--- src/rtl/noc_input_buffer.sv ---
// noc_input_buffer: per-port show-ahead flit FIFO with credit return and sticky overflow flag
module noc_input_buffer #(
    parameter int DEPTH = 4,
    localparam int CW = $clog2(DEPTH) + 1
) (
    input  logic          clk,
    input  logic          rst,
    input  logic [7:0]    data_i,
    input  logic          valid_i,
    input  logic          remove_i,
    output logic [7:0]    data_o,
    output logic          valid_o,
    output logic          credit_o,
    output logic [CW-1:0] count_o,
    output logic          full_o,
    output logic          overflow_o
);
    localparam int AW = $clog2(DEPTH);

    logic [7:0]    mem [DEPTH];
    logic [AW-1:0] wp, rp;
    logic [CW-1:0] cnt;
    logic          push_ok, pop_ok;

    assign valid_o = cnt != '0;
    assign full_o  = cnt == CW'(DEPTH);
    assign count_o = cnt;
    assign data_o  = mem[rp];
    assign pop_ok  = remove_i && valid_o;
    assign push_ok = valid_i && (!full_o || pop_ok);

    // flit storage; contents survive reset, pushes are ignored during it
    always_ff @(posedge clk)
        if (!rst && push_ok) mem[wp] <= data_i;

    // pointers, occupancy, credit pulse and sticky overflow
    always_ff @(posedge clk) begin
        if (rst) begin
            wp         <= '0;
            rp         <= '0;
            cnt        <= '0;
            credit_o   <= 1'b0;
            overflow_o <= 1'b0;
        end else begin
            if (push_ok) wp <= wp + 1'b1;
            if (pop_ok) rp <= rp + 1'b1;
            cnt      <= cnt + CW'(push_ok) - CW'(pop_ok);
            credit_o <= pop_ok;
            if (valid_i && !push_ok) overflow_o <= 1'b1;
        end
    end

    a_cnt_max:  assert property (@(posedge clk) disable iff (rst) cnt <= CW'(DEPTH));
    a_ptr_diff: assert property (@(posedge clk) disable iff (rst) AW'(wp - rp) == cnt[AW-1:0]);
    a_valid:    assert property (@(posedge clk) disable iff (rst) valid_o == (cnt != '0));
endmodule

--- config.mk ---
export PLATFORM = sky130hd
export DESIGN_NAME = noc_input_buffer
export DESIGN_NICKNAME = d
export VERILOG_FILES = /design/src/rtl/noc_input_buffer.sv
export SDC_FILE = /design/constraint.sdc
export NUM_CORES = 1
export LEC_CHECK = 0
export CORE_ASPECT_RATIO = 0.8
export CORE_MARGIN = 3
export CORE_UTILIZATION = 50
export DETAILED_ROUTE_END_ITERATION = 8
export GPL_ROUTABILITY_DRIVEN = 0
export GPL_TIMING_DRIVEN = 0
export PLACE_DENSITY = 0.79
export SKIP_LAST_GASP = 1
export SYNTH_ARGS = -nofsm -noshare
export SYNTH_HDL_FRONTEND = slang
export SYNTH_SLANG_ARGS = --single-unit
--- constraint.sdc ---
create_clock -name clk -period 3.7 [get_ports clk]
set_clock_uncertainty 0.2 [all_clocks]
set_input_delay 0.555 -clock clk [delete_from_list [all_inputs] [get_ports clk]]
set_output_delay 0.555 -clock clk [all_outputs]
set_load 0.01 [all_outputs]
==> impl_metrics.json <==
{
  "cp_max_fo": 8,
  "yosys.area.top_type": "edfxtp_1",
  "routed_wl_um": 2850,
  "drt_pass1_iterations": 4,
  "overflow": 0,
  "start_util_pct": 53.6,
  "p_leak_nw": 0.737,
  "path_clk_slew_ps": 80,
  "synth-edff-count": 32,
  "p_comb_share_pct": 30.6,
  "clk_latency_ps": 290,
  "syn_nets": 114,
  "stdcell_count": 170,
  "min_period_over_period_pct": 73.9,
  "async_flop_share_pct": 0,
  "slew_headroom_pct": 19.0,
  "power_mw": 1.41,
  "setup_tns_ps": 0,
  "cp.arrival_ps": 2450,
  "required_ps": 3410,
  "hpwl_um": 2020,
  "p_int_mw": 1.02,
  "netlist_area_um2": 1700,
  "setup.worst_path.start_class": "input port",
  "via_count": 916,
  "crit_type": "in -> reg",
  "syn2layout_area_growth_pct": 25.7,
  "dp_cells": 162,
  "die_x_um": 71.2,
  "drive_gt1_share_pct": 18.5,
  "pin_count": 27,
  "fin_nets": 147,
  "status": "finished, final reports clean",
  "cts_hold_buf": 0,
  "p_clk_share_pct": 25.2,
  "synthCells": 96,
  "syn_area_per_cell_um2": 17.7,
  "grt_max_degree": 15,
  "design_area_um2": 2140,
  "post-place-ws_ps": 470,
  "grt_pass1_wl_um": 4530,
  "drt-wirelength-per-cell_um": 16.7,
  "drt_iter0_drc": 65,
  "synth_seq_cells": 43,
  "drt-vias-per-instance": 5.39,
  "synth_cell_types": 25,
  "placed_cell_area_um2": 2010,
  "ys.warnings.count": 0,
  "antenna_found_initial": 0,
  "worst_pin_slew_ps": 1210,
  "dominantRegCellSynth": "edfxtp_1",
  "cts_resized": 0,
  "fmax_mhz": 366,
  "ir_worst_vdd_mv": 0.367,
  "row_count": 18,
  "rsz0062_at_grt": "no",
  "cp-startpoint": "remove_i",
  "hold-worst-slack_ps": 290,
  "core_um2": 3180,
  "io_buffers": 26,
  "setup_viol_count_final": 0,
  "synth_common_cells": "32 x edfxtp_1, 11 x dfxtp_1, 10 x nor2_1",
  "fin_ws_ps": 964,
  "hp-class": "reg -> reg",
  "cts.sinks": 43,
  "drv_cap": 0,
  "seq_power_share_pct": 44.3,
  "cts.htree.levels": 2,
  "cts_tree": "yes",
  "power_switching_mw": 0.392,
  "synth_top_area_share_pct": 56.4,
  "ant_nets": 0,
  "worstHoldStart": "overflow_o",
  "worstReg2RegStart": "count_o[1]",
  "antennaDiodeCount": 0,
  "cts_buffer_depth": 2,
  "drv_slew": 0,
  "period_minus_slack_ps": 2740,
  "p_sw_share_pct": 27.7,
  "cts_setup_buffers": 0,
  "grtUsageTotal_pct": 15.4,
  "power_density_nw_per_um2": 661,
  "finalHoldViolCount": 0,
  "dieArea_um2": 4150,
  "cts_buffers": 5,
  "ys_top_cells_by_area": "edfxtp_1 56%, dfxtp_1 13%, mux4_2 11%",
  "synth_most_common_cell": "edfxtp_1",
  "die_y_um": 58.2,
  "grt_pass1_vias": 909,
  "final_core_utilization_pct": 67.4,
  "end_kind": "register",
  "root_buffer": "clkbuf_8",
  "yosysSeqAreaShare_pct": 69.4,
  "remaining_drc_errors": 0
}
cell families after synthesis:
logic type,count (synthesis),synth area share (%)
buffers and inverters,6,1.40
multiplexers,10,12.0
AO/OA/AOI/OAI,4,1.98
XOR/XNOR,3,1.54
flip-flops,43,69.4
adder cells (fa/ha/maj),6,4.85
AND/OR/NAND/NOR,24,8.82
cells in the final DEF (no fill, tap or decap), types with 2 or more instances in the layout:
master / count
edfxtp_1: 32
clkdlybuf4s50_1: 26
dfxtp_1: 11
nor2_1: 10
mux4_2: 8
ha_1: 5
clkbuf_8: 5
inv_1: 3
nand2b_1: 3
nor3b_2: 3
xor2_1: 3
nor3b_1: 2
final timing paths:
kind,endpoint,slack [ps],cells after the start
min,overflow_o,290,2
max,mem[3][6],960,4
max reg2reg,mem[3][6],1210,3
min reg2reg,overflow_o,290,2
power by group through the flow:
stage | combinational [mW] | clock [mW] | sequential [mW]
floorplan | 0.237 | 0 | 0.635
CTS | 0.439 | 0.365 | 0.627
global placement | 0.421 | 0 | 0.631
detailed placement | 0.437 | 0 | 0.637
finish | 0.432 | 0.356 | 0.626
global route | 0.468 | 0.387 | 0.634
metal layers:
metal  global-route usage [%]  routed length, um  vias up
met3                     7.11                136        7
met5                        0                  0        -
met4                     4.83                 50        0
met1                     17.4               1170      454
met2                     26.2               1490       23
li1                         -                  -      432
critical path: stages:
cell,delay [ps]
clkdlybuf4s50_1,570
nor4b_4,80
nand2b_1,240
nor3b_1,990
state kept, by name, summed over array words and instances, names as in the netlist, named ones only:
register	flops
credit_o	1
wp	2
rp	2
mem	32
overflow_o	1
count_o	3
layout make-up:
cell class / count / area [um^2]
clock buffer: 5 / 68.8
inverter: 3 / 11.3
multi-input combinational: 47 / 513
fill: 211 / 1030
clock inverter: 3 / 43.8
buffer: 3 / 12.5
timing repair buffer: 26 / 260
tap: 40 / 50.0
sequential: 43 / 1180
(Power assumes the default switching activity.)
